File: config.mk
export PLATFORM = sky130hd
export DESIGN_NAME = gf_mul_arbiter
export DESIGN_NICKNAME = d
export VERILOG_FILES = /design/src/rtl/gf_mul_arbiter.sv
export SDC_FILE = /design/constraint.sdc
export NUM_CORES = 1
export LEC_CHECK = 0
export CORE_AREA = 2 2 509 511
export DETAILED_ROUTE_END_ITERATION = 7
export DIE_AREA = 0 0 511 513
export PLACE_DENSITY = 0.32
export SLEW_MARGIN = 20
export SYNTH_ARGS = -nofsm -noshare
export SYNTH_HDL_FRONTEND = slang
export SYNTH_SLANG_ARGS = --single-unit
File: constraint.sdc
create_clock -name clk -period 2.6 [get_ports clk]
set_input_delay 0.39 -clock clk [delete_from_list [all_inputs] [get_ports clk]]
set_output_delay 0.39 -clock clk [all_outputs]
set_load 0.02 [all_outputs]
File: src/rtl/gf_mul_arbiter.sv
// gf_mul_arbiter
//   Round-robin arbiter that shares one GF(2^WIDTH) field multiplier among
//   N_REQ requesters using a level-start / pulse-done handshake. The granted
//   requester's operands are registered toward the multiplier, the product is
//   registered back together with a one-cycle done pulse to the owner, and
//   protocol errors (spurious m_done, watchdog timeout) are flagged stickily.
//
// Ports
//   clk, rst_n        clock (rising edge) and asynchronous active-low reset
//   req      [N]      per-requester start level, held until its done is seen
//   req_a/req_b       packed operands, requester i at [i*WIDTH +: WIDTH]
//   grant    [N]      one-hot multiplier owner, zero when idle
//   done     [N]      one-cycle pulse to the owner when result is valid
//   result   [W]      registered product, held until the next completion
//   m_start           level start to the multiplier
//   m_a/m_b  [W]      registered operands to the multiplier
//   m_done, m_result  completion pulse and product from the multiplier
//   err, err_code[2]  sticky error flag; first error (01 spurious, 10 timeout)

module gf_mul_arbiter #(
    parameter int N_REQ   = 2,
    parameter int WIDTH   = 163,
    parameter int TIMEOUT = 1023
) (
    input  logic                   clk,
    input  logic                   rst_n,
    input  logic [N_REQ-1:0]       req,
    input  logic [N_REQ*WIDTH-1:0] req_a,
    input  logic [N_REQ*WIDTH-1:0] req_b,
    output logic [N_REQ-1:0]       grant,
    output logic [N_REQ-1:0]       done,
    output logic [WIDTH-1:0]       result,
    output logic                   m_start,
    output logic [WIDTH-1:0]       m_a,
    output logic [WIDTH-1:0]       m_b,
    input  logic                   m_done,
    input  logic [WIDTH-1:0]       m_result,
    output logic                   err,
    output logic [1:0]             err_code
);

    localparam int         PTR_W    = $clog2(N_REQ);
    localparam logic [9:0] WD_LIMIT = 10'(TIMEOUT);

    typedef enum logic [1:0] {IDLE, RUN, DONE, GAP} state_t;
    typedef enum logic [1:0] {
        ERR_NONE     = 2'b00,
        ERR_SPURIOUS = 2'b01,
        ERR_TIMEOUT  = 2'b10
    } err_t;

    state_t             state_q, state_d;
    logic [N_REQ-1:0]   grant_q, grant_d;
    logic [N_REQ-1:0]   done_q, done_d;
    logic [WIDTH-1:0]   result_q, result_d;
    logic               m_start_q, m_start_d;
    logic [WIDTH-1:0]   m_a_q, m_a_d;
    logic [WIDTH-1:0]   m_b_q, m_b_d;
    logic               err_q, err_d;
    err_t               err_code_q, err_code_d;
    logic [PTR_W-1:0]   ptr_q, ptr_d;
    logic [PTR_W-1:0]   owner_q, owner_d;
    logic [N_REQ-1:0]   mask_q, mask_d;
    logic [9:0]         wd_q, wd_d;

    logic [N_REQ-1:0]   eligible;
    logic [PTR_W-1:0]   sel;

    // Requester index reached by stepping k places upward from p, wrapping.
    function automatic logic [PTR_W-1:0] rot_idx(input logic [PTR_W-1:0] p, input int k);
        int s;
        s = int'(p) + k;
        if (s >= N_REQ) s = s - N_REQ;
        return PTR_W'(s);
    endfunction

    // Round-robin pick: first eligible requester at or above ptr, wrapping.
    always_comb begin
        eligible = req & ~mask_q;
        sel      = ptr_q;
        // Scan from the far end so the smallest offset from ptr wins last.
        for (int k = N_REQ - 1; k >= 0; k--) begin
            if (eligible[rot_idx(ptr_q, k)]) sel = rot_idx(ptr_q, k);
        end
    end

    always_comb begin
        // NOTE: every signal gets a default before the case so no path
        // leaves one unassigned, which would otherwise infer a latch.
        state_d    = state_q;
        grant_d    = grant_q;
        done_d     = '0;
        result_d   = result_q;
        m_start_d  = m_start_q;
        m_a_d      = m_a_q;
        m_b_d      = m_b_q;
        err_d      = err_q;
        err_code_d = err_code_q;
        ptr_d      = ptr_q;
        owner_d    = owner_q;
        mask_d     = mask_q;
        wd_d       = wd_q;

        unique case (state_q)
            IDLE: begin
                if (|eligible) begin
                    grant_d      = '0;
                    grant_d[sel] = 1'b1;
                    owner_d      = sel;
                    m_a_d        = req_a[sel*WIDTH +: WIDTH];
                    m_b_d        = req_b[sel*WIDTH +: WIDTH];
                    m_start_d    = 1'b1;
                    wd_d         = '0;
                    state_d      = RUN;
                end
            end
            RUN: begin
                if (m_done) begin
                    result_d  = m_result;
                    done_d    = grant_q;
                    m_start_d = 1'b0;
                    state_d   = DONE;
                end else if (wd_q + 10'd1 == WD_LIMIT) begin
                    // Multiplier never answered: release it without a done
                    // pulse; the owner stays stalled until reset.
                    m_start_d = 1'b0;
                    grant_d   = '0;
                    err_d     = 1'b1;
                    if (err_code_q == ERR_NONE) err_code_d = ERR_TIMEOUT;
                    state_d   = GAP;
                end else begin
                    wd_d = wd_q + 10'd1;
                end
            end
            DONE: begin
                ptr_d   = (owner_q == PTR_W'(N_REQ - 1)) ? '0 : owner_q + 1'b1;
                // Hide the owner's request while it is still deasserting.
                mask_d  = grant_q;
                grant_d = '0;
                state_d = GAP;
            end
            GAP: begin
                mask_d  = '0;
                state_d = IDLE;
            end
            default: state_d = IDLE;
        endcase

        // A completion outside RUN has no owner to deliver to.
        if (m_done && state_q != RUN) begin
            err_d = 1'b1;
            if (err_code_q == ERR_NONE) err_code_d = ERR_SPURIOUS;
        end
    end

    always_ff @(posedge clk or negedge rst_n) begin
        if (!rst_n) begin
            state_q    <= IDLE;
            grant_q    <= '0;
            done_q     <= '0;
            // NOTE: the wide operand/result registers are reset too, because
            // they are outputs whose idle value must be defined after reset.
            result_q   <= '0;
            m_start_q  <= 1'b0;
            m_a_q      <= '0;
            m_b_q      <= '0;
            err_q      <= 1'b0;
            err_code_q <= ERR_NONE;
            ptr_q      <= '0;
            owner_q    <= '0;
            mask_q     <= '0;
            wd_q       <= '0;
        end else begin
            // NOTE: non-blocking assignments so every flop samples the
            // pre-edge values regardless of statement order.
            state_q    <= state_d;
            grant_q    <= grant_d;
            done_q     <= done_d;
            result_q   <= result_d;
            m_start_q  <= m_start_d;
            m_a_q      <= m_a_d;
            m_b_q      <= m_b_d;
            err_q      <= err_d;
            err_code_q <= err_code_d;
            ptr_q      <= ptr_d;
            owner_q    <= owner_d;
            mask_q     <= mask_d;
            wd_q       <= wd_d;
        end
    end

    assign grant    = grant_q;
    assign done     = done_q;
    assign result   = result_q;
    assign m_start  = m_start_q;
    assign m_a      = m_a_q;
    assign m_b      = m_b_q;
    assign err      = err_q;
    assign err_code = err_code_q;

endmodule

## Word level (Yosys, flattened, before mapping)

Cells that the tools add are included.

| cells by class | value |
|---|---|
| add/sub/neg operators | 5 |
| $mul | 1 |
| magnitude comparators | 6 |
| equality and inequality tests | 11 |
| shift operators | 2 |
| multiplexer cells | 40 |
| bitwise logic cells | 2 |
| reduce and logical (&&, ||, !) cells | 17 |

Operators by type and width:

| cell | count |
|---|---|
| 326-bit by 10-bit indexed part select with 163-bit output | 2 |
| 10-bit two-way mux | 3 |
| 2-bit two-way mux | 14 |
| 10-bit case mux with 2 select lines | 1 |
| 1-bit two-way mux | 17 |
| 10-bit by 1-bit adder with 10-bit output (second input constant) | 1 |
| 10-bit equality test (second input constant) | 1 |
| 1-bit by 8-bit multiplier with 9-bit output (second input constant) | 1 |
| 2-bit != test (second input constant) | 4 |
| 2-bit case mux with 4 select lines | 1 |
| 4-bit AND reduction | 2 |
| 2-bit nonzero test | 4 |
| 1-bit by 2-bit < comparator with 1-bit output (second input constant) | 3 |
| 2-bit case mux with 3 select lines | 1 |
| 2-bit AND reduction | 3 |
| 3-bit AND reduction | 2 |
| 2-bit equality test (second input constant) | 2 |
| 2-bit logical NOT | 2 |
| 2-bit by 1-bit != test with 1-bit output (second input constant) | 2 |
| 2-bit case mux with 2 select lines | 1 |
| 3-bit != test (second input constant) | 1 |
| 3-bit nonzero test | 1 |
| 1-bit by 1-bit adder with 2-bit output (second input constant) | 1 |
| 2-bit bitwise AND | 1 |
| other kinds (11) | 13 |

| storage, ports and cells | value |
|---|---|
| bits in registers | 513 |
| bits of input ports | 820 |
| output and inout bits | 497 |
| word-level logic and storage cells | 97 |

## Longest topological paths before layout

Gate-level depths: netlist (run 1).

| depth | value |
|---|---|
| depth after elaboration | 13 |
| gate-level depth with buffers | 9 |
| mapped depth without buffers | 8 |

## Worst setup path before layout (run 1)

No wires, ideal clock.

| path | value |
|---|---|
| kind | register -> register |
| start | reg wd_q[1] |
| end | reg wd_q[2] |
| library setup time | 0.126 ns |
| arrival | 2.025 ns |
| path slack | 0.449 ns |
| stages on the path, launching flop included | 9 |
| path buffers | 1 |
| clock period less this slack | 2.151 ns |
| cells stage by stage | dfrtp_1 ha_1 nand3_2 nor2_1 xnor2_2 nor3_2 a2111o_1 buf_2 a221o_1 |

| between the ends | value |
|---|---|
| cells in the longest elaborated chain, start to end | 4 |
| elaborated cells on any way between the ends | 7 |
| those cells by class | add/sub: 1; eq/ne: 2; mux: 3; reduce/logical: 1 |

Ends and longest elaborated chain:

| what | line | text |
|---|---|---|
| start: declaration | 64 | `logic [9:0] wd_q, wd_d;` |
| start signal: assignment | 188 | `wd_q <= wd_d;` |
| 10-bit by 1-bit adder with 10-bit output * | 123, 132 |  |
| 10-bit equality test or 10-bit two-way mux (tied branches) | 123 | `end else if (wd_q + 10'd1 == WD_LIMIT) begin` |
| 2-bit != test (no line) or 10-bit two-way mux (tied branches) | n/a |  |
| 4-bit AND reduction (no line) or 10-bit case mux with 2 select lines (tied branches) | n/a |  |

Mark *: on every way between the ends. The rest lies on a longest branch, timed or not. The select of a mux whose other input is x is not followed.
A chain may end at the register's enable or synchronous reset.

## Worst setup path in the final report (run 1)

| path | value |
|---|---|
| start | reg wd_q[0] |
| end | reg wd_q[3] |

The elaborated chain is that of the path after synthesis.

==> results of run 1 <==
final cells by class:
type | instances | area (um^2)
Fill cell | 28400 | 213000
Tap cell | 3384 | 4230
Inverter | 8 | 30.0
Sequential cell | 513 | 12800
Antenna cell | 38 | 95.1
Timing Repair Buffer | 1431 | 14500
Multi-Input combinational cell | 1248 | 8730
Clock inverter | 21 | 264
Clock buffer | 115 | 2240
logic make-up (layout without fill, tap and decap cells):
kind of cell | Yosys count | count (layout) | synth area share (%)
muxes | 495 | 495 | 23.3
buffers and inverters | 143 | 1575 | 2.80
xor gates and xnor gates | 3 | 3 | 0.152
AOI/OAI and AO/OA | 354 | 354 | 8.31
other | 0 | 38 | 0
DFF | 513 | 513 | 57.9
and+or+nand+nor | 387 | 387 | 7.06
adders and majority gates | 9 | 9 | 0.497
final timing paths:
| check | startpoint | slack (ns) | to |
|---|---|---|---|
| min | rst_n | 0.26 | result[65] |
| max in group asynchronous | rst_n | 1.30 | m_b[54] |
| max reg2reg | wd_q[0] | 0.15 | wd_q[3] |
| min in group clk | m_result[88] | 0.27 | result[88] |
| max | wd_q[0] | 0.15 | wd_q[3] |
| min reg2reg | owner_q | 0.41 | ptr_q |
repair_timing:
action | 4_1_cts | 5_1_grt
endpoints found under the hold margin | 20 | 0
buffers inserted | 0 | 0
resized for setup | 0 | 1
hold buffers | 1 | 0
setup endpoints to repair | 0 | 1
per-stage QoR:
step / instances / power [uW]
2_1_floorplan: 1904 / 26200
4_1_cts: 6720 / 52400
3_3_place_gp: 6583 / 41200
5_1_grt: 6725 / 54200
3_5_place_dp: 6583 / 41200
6_report: 6758 / 51100
worst max-delay path, stage by stage, from the launching register on:
cell and delay, ns:
sky130_fd_sc_hd__dfrtp_1 0.44, sky130_fd_sc_hd__ha_1 0.30, sky130_fd_sc_hd__nand3_2 0.14, sky130_fd_sc_hd__nor2_1 0.19, sky130_fd_sc_hd__xnor2_2 0.18, sky130_fd_sc_hd__nor3_2 0.11, sky130_fd_sc_hd__a2111o_2 0.60, sky130_fd_sc_hd__a221o_1 0.37
cells in the final DEF, fill, tap and decap left out, types with 2 or more instances in the layout:
cell type,instances
sky130_fd_sc_hd__nand2b_1,3
sky130_fd_sc_hd__xor2_1,2
sky130_fd_sc_hd__nor2_1,16
sky130_fd_sc_hd__a211o_1,2
sky130_fd_sc_hd__and3b_1,2
sky130_fd_sc_hd__clkinv_4,3
sky130_fd_sc_hd__diode_2,38
sky130_fd_sc_hd__clkdlybuf4s50_1,1314
sky130_fd_sc_hd__and3_4,2
sky130_fd_sc_hd__inv_6,2
sky130_fd_sc_hd__ha_1,8
sky130_fd_sc_hd__nor2b_1,4
sky130_fd_sc_hd__dfrtp_1,513
sky130_fd_sc_hd__nand3_2,2
sky130_fd_sc_hd__clkbuf_8,17
sky130_fd_sc_hd__clkbuf_16,77
sky130_fd_sc_hd__buf_4,79
sky130_fd_sc_hd__buf_12,36
sky130_fd_sc_hd__mux2i_1,328
sky130_fd_sc_hd__inv_1,8
sky130_fd_sc_hd__a21oi_1,4
sky130_fd_sc_hd__and3_1,9
sky130_fd_sc_hd__clkinv_2,8
sky130_fd_sc_hd__mux2_1,3
sky130_fd_sc_hd__nand3_1,6
sky130_fd_sc_hd__clkbuf_1,21
sky130_fd_sc_hd__nor4_1,2
sky130_fd_sc_hd__clkinv_8,2
sky130_fd_sc_hd__o21ai_1,6
sky130_fd_sc_hd__a221o_1,4
sky130_fd_sc_hd__a31oi_1,2
sky130_fd_sc_hd__o21ai_0,325
sky130_fd_sc_hd__mux2_2,164
sky130_fd_sc_hd__nor3_1,2
sky130_fd_sc_hd__a22o_1,4
sky130_fd_sc_hd__clkinv_16,4
sky130_fd_sc_hd__nand2_1,332
flip-flops by register name, summed over array words and instances (netlist names):
| signal | flops |
|---|---|
| wd_q | 10 |
| m_b | 163 |
| state_q | 2 |
| ptr_q | 1 |
| owner_q | 1 |
| mask_q | 2 |
| m_start | 1 |
| result | 163 |
| err_code | 2 |
| err | 1 |
| m_a | 163 |
| grant | 2 |
| done | 2 |
report_power, final:
part	leakage [uW]	internal, uW	switching, uW	total (uW)
Combinational	0.0103	12300	14000	26300
Clock	0.00122	6020	4510	10500
Sequential	0.00630	11800	2420	14300
per-layer routing:
metal | vias up | wire, um
met5 | - | 801
met4 | 124 | 3580
met3 | 376 | 23200
met2 | 1187 | 82500
met1 | 9926 | 70400
li1 | 9444 | -
==> run metrics, run 1 <==
die height=513 um; Finish-stage setup viols=0; Remaining DRCs=0; Top Usage Layer GRT=met2; final standard cell area without fillers=42900 um^2; layout cells sized above 1=12.2%; maximum root-to-sink buffer count=3; unrepaired setup endpoints after global routing=false; data arrival time of the worst path=3.02 ns; met2 layer usage reported by global route=between 20% and 30%; share of the yosys chip area belonging to registers=57.9%; worst voltage drop across the vdd grid=~0.0005 V; minimum hold slack=0.259 ns; most used flip-flop cell after synthesis=sky130_fd_sc_hd__dfrtp_1; average cell area after synthesis=11.6 um^2; Worst Reg-to-Reg Cells=7; classification of the worst setup path=register to register; share of the core filled with cells=16.8%; total global-route track usage=13.4%; leading cell types by count after synthesis=sky130_fd_sc_hd__dfrtp_1, sky130_fd_sc_hd__nand2_1, sky130_fd_sc_hd__mux2i_1; portion of synthesized cell area occupied by the leading cell type=57.9%; setup TNS after final layout=0 ns; number of failing hold endpoints at the final stage=0; number of nets produced by synthesis=2732; largest fanout of any net on the critical path=10; power density relative to cell area=1190 nW/um^2; Starting Density=8.65%; routed via count divided by cell count=3.12; cts bufs inserted=77; number of nets in the layout=4107; Die Area=262000 um^2; ratio of final minimum period to clock period=about 94%; HPWL Detailed=approximately 160 mm; number of warning messages in the yosys log=0; placer's final routability congestion estimate=0.839; insertion delay to the later sink of the worst-skew pair=between 0.7 and 0.8 ns; sum of overflow across all layers after global routing=0; Antenna Nets Post-Route=0; pin slew with the least headroom to its limit=0.936 ns; Cell variety after synth=44; top cells by area in the synthesized netlist=sky130_fd_sc_hd__dfrtp_1, sky130_fd_sc_hd__mux2i_1, sky130_fd_sc_hd__mux2_2; clock-pin slew on the worst setup and hold paths=approximately 0.050 ns; IO Port Bufs=about 1.3k; number of flops mapped to enable cells by yosys=0; result of the run=finished clean; maximum number of pins on one net before global-route repair=79; achievable clock frequency=between 400 and 500 MHz; Layout Skew=0.0647 ns; number of top-level pins=1317; H-tree lvl count=3; met3 usage in global routing=under 10%; First-pass DRT Iterations=5; critical path data required time=3.17 ns; Via Count=21.1k; clk sink count=approximately 510; type of origin of the critical path=register; type of destination of the critical path=register; CTS tree=yes; Slew Limit Fails=0; area of the mapped netlist=22200 um^2; Post-Synthesis Cells=1904; Area after DPL=40300 um^2; number of antenna violations at the first check in global routing=204; number of global-route vias before repair=21.6k; number of max-cap violations=0; DR iter-0 viols=921; flop and latch count out of synthesis=513; pre-CTS worst setup slack=roughly 0.045 ns; wire length per cell=~27 um; asr flop ratio synth=100%; cell accounting for the most synthesized area=sky130_fd_sc_hd__dfrtp_1; static leakage=around 0.018 uW; clock root buffer=sky130_fd_sc_hd__clkbuf_16; Total Wirelength=180 mm; chip width=511 um; normalized max-slew margin=37.6%; final period demand of the worst path=2.45 ns; number of core rows=186; Worst Slack Setup Final=0.149 ns; met1 track demand over resource in global routing=14.9%; CORE AREA=256000 um^2; wire length of the first global-routing pass=231 mm; class of the worst hold path=input pin to async pin; most repeated cell in the gate-level netlist after synthesis=sky130_fd_sc_hd__dfrtp_1; relative area change from synthesis to final layout=93.6%
(Power assumes the default switching activity.)
==> run 2: changes to the inputs <==
SKIP_CTS_REPAIR_TIMING = 1   (was not set)
SLEW_MARGIN = not set   (was 20)
==> run 2 against run 1 <==
  * Sequential power is essentially flat
  * Fmax is the same
  * Cell count is the same
  * Critical endpoint unchanged
  * Critical path type unchanged
  * Cell area is the same
==> run metrics, run 2 (same netlist as run 1, synthesis figures left out) <==
number of core rows=186 (unchanged); HPWL Detailed=155 mm (unchanged); achievable clock frequency=408 MHz (unchanged); layout cells sized above 1=12.2% (unchanged); most common library cell in the layout ignoring fill and taps=sky130_fd_sc_hd__clkdlybuf4s50_1; die height=513 um (unchanged); placer's final routability congestion estimate=0.839 (unchanged); ratio of final minimum period to clock period=94.3% (unchanged); Via Count=21.1k (unchanged); critical path data required time=3.17 ns (about the same); Worst Slack Setup Final=0.149 ns (unchanged); CORE AREA=256000 um^2 (unchanged); static leakage=0.0178 uW (unchanged); maximum root-to-sink buffer count=3 (unchanged); number of max-cap violations=0 (unchanged); Finish-stage setup viols=0 (unchanged); largest fanout of any net on the critical path=10 (unchanged); result of the run=finished clean; Die Area=262000 um^2 (unchanged); number of cells in the design after placement=6583 (unchanged); class of the worst hold path=input pin to async pin; sum of overflow across all layers after global routing=0 (unchanged); worst-case register-to-register setup slack=0.15 ns (about the same); worst voltage drop across the vdd grid=0.000512 V (unchanged); data arrival time of the worst path=3.02 ns (about the same); Total Wirelength=180 mm (about the same); wire length per cell=26.7 um (about the same); power density relative to cell area=1190 nW/um^2 (about the same); unrepaired setup endpoints after global routing=false; non-filler cells, final=6758 (unchanged); number of antenna violations at the first check in global routing=204 (unchanged); number of global-route vias before repair=21.6k (-0.023%); Antenna Nets Post-Route=0 (unchanged); routed via count divided by cell count=3.12 (unchanged); Layout Skew=0.0647 ns (unchanged); number of top-level pins=1317 (unchanged); number of failing hold endpoints at the final stage=0 (unchanged); maximum number of pins on one net before global-route repair=79 (unchanged); relative area change from synthesis to final layout=93.6% (unchanged); cts bufs inserted=77 (unchanged); First-pass DRT Iterations=5 (unchanged); Starting Density=8.65% (unchanged); top library cells by usage in the layout, fill and taps aside=sky130_fd_sc_hd__clkdlybuf4s50_1, sky130_fd_sc_hd__dfrtp_1, sky130_fd_sc_hd__nand2_1, sky130_fd_sc_hd__mux2i_1, sky130_fd_sc_hd__o21ai_0; normalized max-slew margin=37.6% (about the same); count of fill cells added during filler insertion=28.4k (-0.0035%); IO Port Bufs=1316 (unchanged); wire length of the first global-routing pass=231 mm (about the same); pre-CTS worst setup slack=0.0450 ns (unchanged); number of nets in the layout=4107 (unchanged); DR iter-0 viols=921 (unchanged); H-tree lvl count=3 (unchanged); clock root buffer=sky130_fd_sc_hd__clkbuf_16; insertion delay to the later sink of the worst-skew pair=0.73 ns (about the same); chip width=511 um (unchanged); pin slew with the least headroom to its limit=0.936 ns (+0.0000138 ns); clock-pin slew on the worst setup and hold paths=0.05 ns (about the same); total global-route track usage=13.4% (about the same); classification of the worst setup path=register to register; clk sink count=513 (unchanged); Remaining DRCs=0 (unchanged); final period demand of the worst path=2.45 ns (unchanged); type of destination of the critical path=register; setup TNS after final layout=0 ns (unchanged); type of origin of the critical path=register; CTS tree=yes; Slew Limit Fails=0 (unchanged)
-- run 2: cell type report --
type / count / area (um^2) / area share, %
sequential: 513 / 12800 / 29.9
clock inverter: 21 / 264 / 0.615
tap: 3384 / 4230 / 9.86
timing repair buffer: 1431 / 14500 / 33.8
inverter: 8 / 30.0 / 0.0700
multi-input combinational: 1248 / 8730 / 20.3
clock buffer: 115 / 2240 / 5.22
antenna: 38 / 95.1 / 0.222
-- run 2: power breakdown --
part / leakage [uW] / switching [uW] / internal, uW / total (uW)
registers: 0.00630 / 2420 / 11800 / 14300
clock network: 0.00122 / 4510 / 6020 / 10500
logic: 0.0103 / 14000 / 12300 / 26300
total: 0.0178 / 20900 / 30100 / 51100
-- run 2: critical path: stages, from the launching register on --
cell and delay (ns):
sky130_fd_sc_hd__dfrtp_1 0.44, sky130_fd_sc_hd__ha_1 0.30, sky130_fd_sc_hd__nand3_2 0.14, sky130_fd_sc_hd__nor2_1 0.19
sky130_fd_sc_hd__xnor2_2 0.18, sky130_fd_sc_hd__nor3_2 0.11, sky130_fd_sc_hd__a2111o_2 0.60, sky130_fd_sc_hd__a221o_1 0.37
-- run 2: through the flow --
step,area (um^2),hold WS (ns),power (uW),util (%)
2_1_floorplan,22200,0.0944,26200,-
3_3_place_gp,40300,0.442,41200,15.7
3_5_place_dp,40300,0.436,41200,15.7
4_1_cts,42800,-0.367,52400,16.7
5_1_grt,42800,0.218,54200,16.7
6_report,42900,0.260,51100,16.8
-- run 2: path summary, 6_finish.rpt --
kind,startpoint,to,depth (start not counted)
setup / recovery,wd_q[0],wd_q[3],7
hold / removal,rst_n,result[65],2
setup reg to reg,wd_q[0],wd_q[3],7
hold reg to reg,owner_q,ptr_q,1
max in group asynchronous,rst_n,m_b[54],3
min in group clk,m_result[88],result[88],2
-- run 2: per-layer routing --
layer  track usage, %  wire length (um)  part of all wire, %  up-vias
met2             21.7             82500                   46     1187
met1             14.8             70400                   39     9926
li1                 -                 -                    -     9444
met3             8.21             23200                   13      376
met4             2.87              3580                  2.0      124
met5                0               801                 0.44        -
==> variant: new RTL, settings of run 2 <==
`result_q` no longer has a reset.
--- a/src/rtl/gf_mul_arbiter.sv
+++ b/src/rtl/gf_mul_arbiter.sv
@@ -162,3 +162,2 @@
             // they are outputs whose idle value must be defined after reset.
-            result_q   <= '0;
             m_start_q  <= 1'b0;
@@ -178,3 +177,2 @@
             done_q     <= done_d;
-            result_q   <= result_d;
             m_start_q  <= m_start_d;
@@ -191,2 +189,6 @@
 
+    always_ff @(posedge clk) begin
+        result_q <= result_d;
+    end
+
     assign grant    = grant_q;
Function: not settled (the Yosys comparison gave no result); the edit may change what the design does.
==> variant against run 2 <==
Core utilization decreased by 0.40 points. Final area decreased by 2.4%. Largest cell class unchanged. Cell count decreased by 2.6%. Global-route usage decreased by 1.0 points. Via count decreased by 7.5%. First-iteration DRC count increased by 8.5%. Routed wire length decreased by 7.5%. Fmax decreased by 0.72%. Sequential cell count unchanged. Hold slack got worse by 0.051 ns. Power decreased by 10%. Critical endpoint is now grant[1]. Die area unchanged. Largest power group unchanged. Synthesized area decreased by 5.3%. Setup slack got worse by 0.018 ns.
==> variant: results (changes against run 2) <==
metric	value	unit	change
status	completed		
vias in the first global route	20300		-5.8%
dpl ws	-0.204	ns	-0.249 ns
Setup crit end	grant[1]		
Netlist cell types	46		+4.5%
clock share of power	0.241		+0.035
Sw Share	0.402		-0.00761
mux contribution to synthesized area	0.159		-0.0736
XOR/XNOR Fraction of Synth Area	0.000834		-0.000689
slowest CP cell	a2111oi_4		
crit-path max FO	6		-4
Placed Cells	6402		-2.7%
commonest cells in the netlist	dfrtp_1, nand2_1, o21ai_0, mux2i_1, edfxtp_1		
Via Count	19500		-7.5%
Max-slew headroom	0.385		+0.00860
crit path launch	wd_q[1]		
worst path arrival time	3.09	ns	+0.07 ns
GPL Wtd Cong	0.827		-1.4%
Syn Inst Count	1719		-9.7%
DRT iter0 DRCs	999		+8.5%
GRT Overall Usage	0.124		-0.0102
CP peak stage delay	0.45	ns	-0.15 ns
internal power	27.5	mW	-8.9%
Final nets	3927		-4.4%
layout cells sized above 1	0.0725		-0.0498
Hold Slack	0.210	ns	-0.0507 ns
share of flip-flops with an asynchronous set or reset	0.682		-0.318
top cells by area, synth	dfrtp_1, edfxtp_1, mux2i_1, o21ai_0, nand2_1		
CTS Buf Count	78		+1.3%
Synth Area in Adders	0.00524		+0.000277
clock skew	0.0808	ns	+0.0161 ns
WL/cell	25.4	µm	-5.1%
Worst Hold Class	in2reg		
cell area reported after detailed placement	0.0392	mm²	-2.8%
Leakage	16.6	nW	-6.8%
initial antenna violation count	133		-35%
period utilization	0.950		+0.00683
Layout Cells excl Fill	6581		-2.6%
sequential area share after synthesis	0.650		+0.0712
R2R Setup Slk	0.13	ns	-0.02 ns
Logic pwr share	0.469		-0.045
dpl hpwl	141000	µm	-8.9%
number of synthesized flops with an enable pin	163		+163
post-synthesis compound-gate area fraction	0.0911		+0.00803
# fillers	28500		+0.060%
global-route wire length before repair	213000	µm	-7.6%
largest net degree at the start of global routing	74		-6.3%
syn nets	2547		-6.8%
[variant: cell count changes in the layout (fill, tap and decap cells not counted), moves of 10 or more]
cell      change
clkbuf_8     -12
mux2_2      -162
dfrtp_1     -163
buf_4        -14
o21ai_0      +10
edfxtp_1    +163
[variant: critical path: cells and delay by family (launching register included)]
kind	cells	cell delay, ns
AO/OA/AOI/OAI	2	0.81
AND/OR/NAND/NOR	3	0.63
flip-flops	1	0.42
adder cells (fa/ha/maj)	1	0.19
multiplexers	1	0.30
[variant: final cells by class]
cell class,instances,area (µm²),share of cell area
diodes,38,95.1,0.00227
clock buffers,105,2120,0.0507
clock inverters,35,464,0.0111
inverters,7,26.3,0.000627
multi-input cells,1083,6900,0.165
flip-flops and latches,513,13700,0.326
well taps,3384,4230,0.101
repair buffers,1416,14400,0.343
[variant: layer usage]
layer  vias up  global-route usage  wire length, µm
met1      9125               0.125            58600
met4        72              0.0292             3820
met5         -                   0              437
met3       291              0.0652            19700
met2      1073               0.223            84300
li1       8907                   -                -
